$ cat config.mk
export PLATFORM = sky130hd
export DESIGN_NAME = spi_flash_responder
export DESIGN_NICKNAME = d
export VERILOG_FILES = /design/src/rtl/spi_flash_pkg.sv /design/src/rtl/spi_flash_mem.sv /design/src/rtl/spi_flash_responder.sv
export SDC_FILE = /design/constraint.sdc
export NUM_CORES = 2
export LEC_CHECK = 0
export ABC_AREA = 0
export BUFFER_PORTS_ARGS = -buffer_cell sky130_fd_sc_hd__buf_2
export CORE_AREA = 5 5 390 392
export DETAILED_ROUTE_END_ITERATION = 6
export DIE_AREA = 0 0 395 397
export GPL_TIMING_DRIVEN = 0
export PLACE_DENSITY = 0.7
export SYNTH_ARGS = -nofsm -noshare
export SYNTH_HDL_FRONTEND = slang
export SYNTH_HIERARCHICAL = 1
export SYNTH_SLANG_ARGS = --single-unit
export TNS_END_PERCENT = 1
$ cat constraint.sdc
create_clock -name clk_i -period 9 [get_ports clk_i]
set_clock_uncertainty 0.1 [all_clocks]
set_input_delay 1.8 -clock clk_i [delete_from_list [all_inputs] [get_ports clk_i]]
set_output_delay 1.8 -clock clk_i [all_outputs]
set_load 0.01 [all_outputs]
$ cat src/rtl/spi_flash_pkg.sv
// Shared opcodes, status layout and FSM states for the SPI flash responder.
package spi_flash_pkg;

    localparam logic [7:0] CMD_STATUS = 8'h05;
    localparam logic [7:0] CMD_READ   = 8'h03;
    localparam logic [7:0] CMD_WRITE  = 8'h02;
    localparam logic [7:0] CMD_WREN   = 8'h06;
    localparam logic [7:0] CMD_WRDI   = 8'h04;

    localparam int STAT_WIP = 0;
    localparam int STAT_WEL = 1;

    typedef enum logic [2:0] {
        IDLE,
        CMD,
        ADDR,
        STATUS,
        READ_DATA,
        PROG_DATA,
        IGNORE
    } state_t;

    function automatic logic [7:0] status_byte(input logic wip, input logic wel);
        logic [7:0] s;
        s           = 8'h00;
        s[STAT_WIP] = wip;
        s[STAT_WEL] = wel;
        return s;
    endfunction

endpackage

$ cat src/rtl/spi_flash_mem.sv
// Single-port synchronous byte RAM; read data is registered and holds until the next read.
module spi_flash_mem #(
    parameter int DEPTH = 256,
    parameter int AW    = $clog2(DEPTH)
) (
    input  logic          clk_i,
    input  logic          en,
    input  logic          we,
    input  logic [AW-1:0] addr,
    input  logic [7:0]    wdata,
    output logic [7:0]    rdata
);

    logic [7:0] mem_reg [DEPTH];
    logic [7:0] rdata_reg;

    // No reset: contents survive rst_i.
    always_ff @(posedge clk_i) begin
        if (en) begin
            if (we) begin
                mem_reg[addr] <= wdata;
            end else begin
                rdata_reg <= mem_reg[addr];
            end
        end
    end

    assign rdata = rdata_reg;

endmodule

$ cat src/rtl/spi_flash_responder.sv
// SPI flash target model: RDSR, WREN, WRDI, READ and page program into an internal byte array.
module spi_flash_responder
    import spi_flash_pkg::*;
#(
    parameter int MEM_BYTES   = 256,
    parameter int BUSY_CYCLES = 64
) (
    input  logic clk_i,
    input  logic rst_i,
    input  logic spi_clk,
    input  logic spi_cs,
    input  logic spi_di,
    output logic spi_do,
    output logic busy_o
);

    localparam int AW = $clog2(MEM_BYTES);
    localparam int BW = (BUSY_CYCLES > 1) ? $clog2(BUSY_CYCLES + 1) : 1;
    localparam logic [AW-1:0] PAGE_MASK = AW'(255);

    state_t         state_reg, state_next;
    logic           spi_clk_d_reg, cs_d_reg;
    logic [2:0]     bit_cnt_reg, bit_cnt_next;
    logic [2:0]     out_idx_reg, out_idx_next;
    logic [6:0]     shift_reg, shift_next;
    logic [AW-1:0]  addr_reg, addr_next;
    logic [1:0]     addr_bytes_reg, addr_bytes_next;
    logic           is_read_reg, is_read_next;
    logic           prog_seen_reg, prog_seen_next;
    logic           wel_reg, wel_next;
    logic           wip_reg, wip_next;
    logic [BW-1:0]  busy_cnt_reg, busy_cnt_next;
    logic [7:0]     status_reg, status_next;

    logic           sclk_rise, sclk_fall, cs_fall;
    logic [7:0]     rx_byte;
    logic [AW+7:0]  addr_shift;
    logic [AW-1:0]  addr_in;
    logic           mem_en, mem_we;
    logic [AW-1:0]  mem_addr;
    logic [7:0]     mem_rdata, resp_byte;

    assign sclk_rise  = spi_clk & ~spi_clk_d_reg;
    assign sclk_fall  = ~spi_clk & spi_clk_d_reg;
    assign cs_fall    = ~spi_cs & cs_d_reg;
    assign rx_byte    = {shift_reg, spi_di};
    assign addr_shift = {addr_reg, rx_byte};
    assign addr_in    = addr_shift[AW-1:0];

    always_comb begin
        state_next      = state_reg;
        bit_cnt_next    = bit_cnt_reg;
        out_idx_next    = out_idx_reg;
        shift_next      = shift_reg;
        addr_next       = addr_reg;
        addr_bytes_next = addr_bytes_reg;
        is_read_next    = is_read_reg;
        prog_seen_next  = prog_seen_reg;
        wel_next        = wel_reg;
        wip_next        = wip_reg;
        busy_cnt_next   = busy_cnt_reg;
        status_next     = status_reg;
        mem_en          = 1'b0;
        mem_we          = 1'b0;
        mem_addr        = addr_reg;

        if (wip_reg) begin
            if (busy_cnt_reg <= BW'(1)) begin
                wip_next      = 1'b0;
                busy_cnt_next = '0;
            end else begin
                busy_cnt_next = busy_cnt_reg - BW'(1);
            end
        end

        // Chip select high wins over any clock edge seen in the same cycle.
        if (spi_cs) begin
            state_next = IDLE;
            if (state_reg == PROG_DATA && prog_seen_reg) begin
                wel_next      = 1'b0;
                wip_next      = 1'b1;
                busy_cnt_next = BW'(BUSY_CYCLES);
            end
        end else if (state_reg == IDLE) begin
            if (cs_fall) begin
                state_next      = CMD;
                bit_cnt_next    = 3'd0;
                addr_bytes_next = 2'd0;
                prog_seen_next  = 1'b0;
            end
        end else if (sclk_rise) begin
            bit_cnt_next = bit_cnt_reg + 3'd1;
            shift_next   = rx_byte[6:0];
            if (bit_cnt_reg == 3'd7) begin
                out_idx_next = 3'd7;
                case (state_reg)
                    CMD: begin
                        state_next = IGNORE;
                        case (rx_byte)
                            CMD_STATUS: begin
                                state_next  = STATUS;
                                status_next = status_byte(wip_reg, wel_reg);
                            end
                            CMD_READ, CMD_WRITE: begin
                                is_read_next = (rx_byte == CMD_READ);
                                if (!wip_reg && (rx_byte == CMD_READ || wel_reg)) begin
                                    state_next = ADDR;
                                end
                            end
                            CMD_WREN: if (!wip_reg) wel_next = 1'b1;
                            CMD_WRDI: if (!wip_reg) wel_next = 1'b0;
                            default: ;
                        endcase
                    end
                    ADDR: begin
                        addr_next       = addr_in;
                        addr_bytes_next = addr_bytes_reg + 2'd1;
                        if (addr_bytes_reg == 2'd2) begin
                            if (is_read_reg) begin
                                state_next = READ_DATA;
                                mem_en     = 1'b1;
                                mem_addr   = addr_in;
                                addr_next  = addr_in + AW'(1);
                            end else begin
                                state_next = PROG_DATA;
                            end
                        end
                    end
                    STATUS: status_next = status_byte(wip_reg, wel_reg);
                    READ_DATA: begin
                        mem_en    = 1'b1;
                        addr_next = addr_reg + AW'(1);
                    end
                    PROG_DATA: begin
                        mem_en         = 1'b1;
                        mem_we         = 1'b1;
                        prog_seen_next = 1'b1;
                        // Page program wraps within the current 256-byte page.
                        addr_next = (addr_reg & ~PAGE_MASK) | ((addr_reg + AW'(1)) & PAGE_MASK);
                    end
                    default: ;
                endcase
            end
        end else if (sclk_fall && bit_cnt_reg != 3'd0) begin
            out_idx_next = ~bit_cnt_reg;
        end
    end

    always_ff @(posedge clk_i) begin
        spi_clk_d_reg <= spi_clk;
        if (rst_i) begin
            state_reg      <= IDLE;
            cs_d_reg       <= 1'b0;
            bit_cnt_reg    <= '0;
            out_idx_reg    <= 3'd7;
            shift_reg      <= '0;
            addr_reg       <= '0;
            addr_bytes_reg <= '0;
            is_read_reg    <= 1'b0;
            prog_seen_reg  <= 1'b0;
            wel_reg        <= 1'b0;
            wip_reg        <= 1'b0;
            busy_cnt_reg   <= '0;
            status_reg     <= '0;
        end else begin
            state_reg      <= state_next;
            cs_d_reg       <= spi_cs;
            bit_cnt_reg    <= bit_cnt_next;
            out_idx_reg    <= out_idx_next;
            shift_reg      <= shift_next;
            addr_reg       <= addr_next;
            addr_bytes_reg <= addr_bytes_next;
            is_read_reg    <= is_read_next;
            prog_seen_reg  <= prog_seen_next;
            wel_reg        <= wel_next;
            wip_reg        <= wip_next;
            busy_cnt_reg   <= busy_cnt_next;
            status_reg     <= status_next;
        end
    end

    spi_flash_mem #(
        .DEPTH(MEM_BYTES),
        .AW   (AW)
    ) u_mem (
        .clk_i(clk_i),
        .en   (mem_en),
        .we   (mem_we),
        .addr (mem_addr),
        .wdata(rx_byte),
        .rdata(mem_rdata)
    );

    assign resp_byte = (state_reg == READ_DATA) ? mem_rdata : status_reg;
    assign spi_do    = (!spi_cs && (state_reg == STATUS || state_reg == READ_DATA))
                       ? resp_byte[out_idx_reg] : 1'b1;
    assign busy_o    = wip_reg;

endmodule
==> flow_summary.toml <==
[drt]
dr.pass1.iters = 6
ant_nets = 0
drt-initial-drc-count = 6213
via_count = 41900
routedWlPerCell_microns = 34.4
drcViolationCount = 0
wirelength_microns = 213000
vias_per_cell = 6.78

[place]
dp.cells = 5807
gp_congestion = 0.945
portBuffers = 5
dpl.hpwl_microns = 138000

[outcome]
outcome = "complete, no violations"

[sta]
layout_min_cycle_time_ns = 7.85
hold_violations = 0
worst_pin_slew_ns = 1.42
slew_headroom = 0.0555
setup_viol_count_final = 0
fmax_mhz = 127
hold_ws_ns = 0.393
drv_slew = 0
finalCritPeriodShare = 0.872
grt_setup_unrepaired = "no"
finalSetupTns_ns = 0

[hold_path]
hp-class = "flip-flop to flip-flop"
hp-start = "status_reg[1]"
hold_depth = 2
hold_path_end = "status_reg[1]"

[floorplanning]
die-area_sq_mm = 0.157
start_util = 0.545
die_w_microns = 395
row_count = 142
core_area_sq_mm = 0.149
die_h_microns = 397
io_pins = 7

[global_routing]
grt_util_all_layers = 0.271
antenna_found_initial = 6
grt_pass1_wl_microns = 301000
grt_max_degree = 157
grt_pass1_vias = 41000
grt_overflow = 0

[power]
p_switching_uw = 3620
swShare = 0.193
comb_power_share = 0.002
ir_drop_mv = 0.193
p_leak_uw = 0.0266
p_per_area_mw_per_mm2 = 207
p_clk_frac = 0.434
power.internal_uw = 15100
p_seq_frac = 0.565

[synthesis]
synth-compound-area-share = 0.0412
synth_flop_cell = "edfxtp_1"
synth_mux_area_frac = 0.146
synth_area_leaders = "edfxtp_1, mux4_2, a22oi_1, nor2_1, dfxtp_1"
synth_xor_area_frac = 0.000974
syn_area_sq_mm = 0.0809
synth_seq_cells = 2097
yosysWarnings = 6
avgSynthCellArea_sq_um = 21.1
synth_top_family_by_area = "multiplexers"
synthAdderAreaFrac = 0.00170
synth-edff-count = 2056
yosysSeqAreaShare = 0.773
yosysMostFrequentCell = "edfxtp_1"
synth_fp_nets = 3847
ys_types = 67
yosys.area_share.simple = 0.0235
ys_top_cells_by_count = "edfxtp_1, mux4_2, nor2_1"
async_flop_share = 0
synth_cells = 3831
yosys.area.top_type = "edfxtp_1"
synth_top_area_frac = 0.763

[layout]
final_layout_size_suffix_gt1_frac = 0.219
nFillCells = 10200
multiInputGateArea_sq_mm = 0.0172
final_nets = 4082
seq_area_sq_mm = 0.0626
layout.cells.non_filler = 6186
largest_reg_flops = 2048
syn_to_final_growth_pct = 11.8

[clock_network]
clockBufferDepth = 3
hold_buffers = 0
root_buffer = "clkbuf_16"
postCtsSetupBuffers = 0
clock-sinks = 2097
clock_latency_ns = 0.81
ctsResizeCount = 0
htreeDepth = 4
cts_buffers = 201
clkTransAtPathRegs_ns = 0.06
cts_tree = "built"

[critical_path]
crit_required_ns = 9.33
timing_worst_setup_path_type = "input pin to flip-flop"
rr_worst_depth = 13
r2r_start = "bit_cnt_reg[0]"
cp.arrival_ns = 8.18
critPathLaunchType = "input pin"
cp-end-kind = "flip-flop"
crit_fanout = 10
r2r_end = "u_mem/mem_reg[175][2]"
reg2reg_slack_ns = 1.44

[run]
cap_violations = 0
layout by cell type (no fill, tap or decap), types with 14 or more instances in the layout:
master,count
o21ai_0,14
nor2_1,291
nor2b_1,15
nand3_1,16
a22oi_1,259
inv_1,14
buf_1,21
buf_2,47
o41ai_1,33
clkinv_2,38
clkinv_1,49
mux4_2,514
clkbuf_1,187
clkbuf_16,203
nand2_1,51
dfxtp_1,34
edfxtp_1,2056
clkbuf_2,17
a21oi_1,145
buf_16,23
metrics by stage:
stage           util  setup slack, ns  power (uW)  cell area [sq um]
3_3_place_gp   0.561            -4.55       10800              83400
3_5_place_dp   0.567            0.520       10800              84200
4_1_cts        0.609             1.37       18800              90500
5_1_grt        0.609             1.34       19300              90500
6_report       0.609             1.15       18700              90500
2_1_floorplan      -             2.60       10800              80900
layout make-up:
| cell class | count | area share |
|---|---|---|
| multi-input cells | 1477 | 0.191 |
| clock buffers | 250 | 0.0582 |
| clock inverters | 122 | 0.0114 |
| diodes | 7 | 0.000194 |
| plain buffers | 243 | 0.0122 |
| repair buffers | 32 | 0.00827 |
| well taps | 1944 | 0.0269 |
| inverters | 14 | 0.000581 |
| flip-flops and latches | 2097 | 0.692 |
power by group through the flow:
stage	combinational [uW]	sequential [uW]	clock [uW]
floorplan	8.17	10800	0
global placement	31.5	10800	0
detailed placement	35.9	10800	0
CTS	35.7	10600	8220
global route	38.6	10600	8670
finish	36.0	10600	8120
kinds of logic after synthesis:
kind of cell    after synthesis
compound gates              487
flops                      2097
simple gates                435
buf+inv                     257
mux                         535
fa+ha+maj                    11
xor+xnor                      9
routing by layer:
layer | wire length, microns | global-route usage | up-vias
li1 | - | - | 16600
met1 | 77300 | 0.379 | 22000
met2 | 99000 | 0.414 | 2777
met3 | 25900 | 0.0693 | 498
met4 | 10800 | 0.119 | 4
met5 | 23 | 0 | -
how the worst max path moves through the flow:
stage	startpoint	endpoint	slack [ns]	cells after the start
final	spi_cs	u_mem/mem_reg[175][2]	1.15	12
after detailed placement	spi_cs	u_mem/mem_reg[76][1]	0.52	12
after global routing	spi_cs	u_mem/mem_reg[140][1]	1.34	12
after global placement	shift_reg[0]	u_mem/mem_reg[84][4]	-4.55	8
after floorplan	shift_reg[0]	u_mem/mem_reg[114][0]	2.60	8
after CTS	spi_cs	u_mem/mem_reg[175][7]	1.37	12
worst max-delay path, stage by stage:
cell and delay, ns:
buf_2 0.12, nand4bb_1 0.20, buf_6 0.18, nor3_4 0.42
mux2_2 0.35, and2_1 0.15, clkbuf_1 0.71, clkbuf_1 1.09
clkbuf_1 0.51, nand2_1 0.84, clkbuf_2 0.79, nor2_1 0.94
Note: power is estimated with default switching activity, not from simulation.
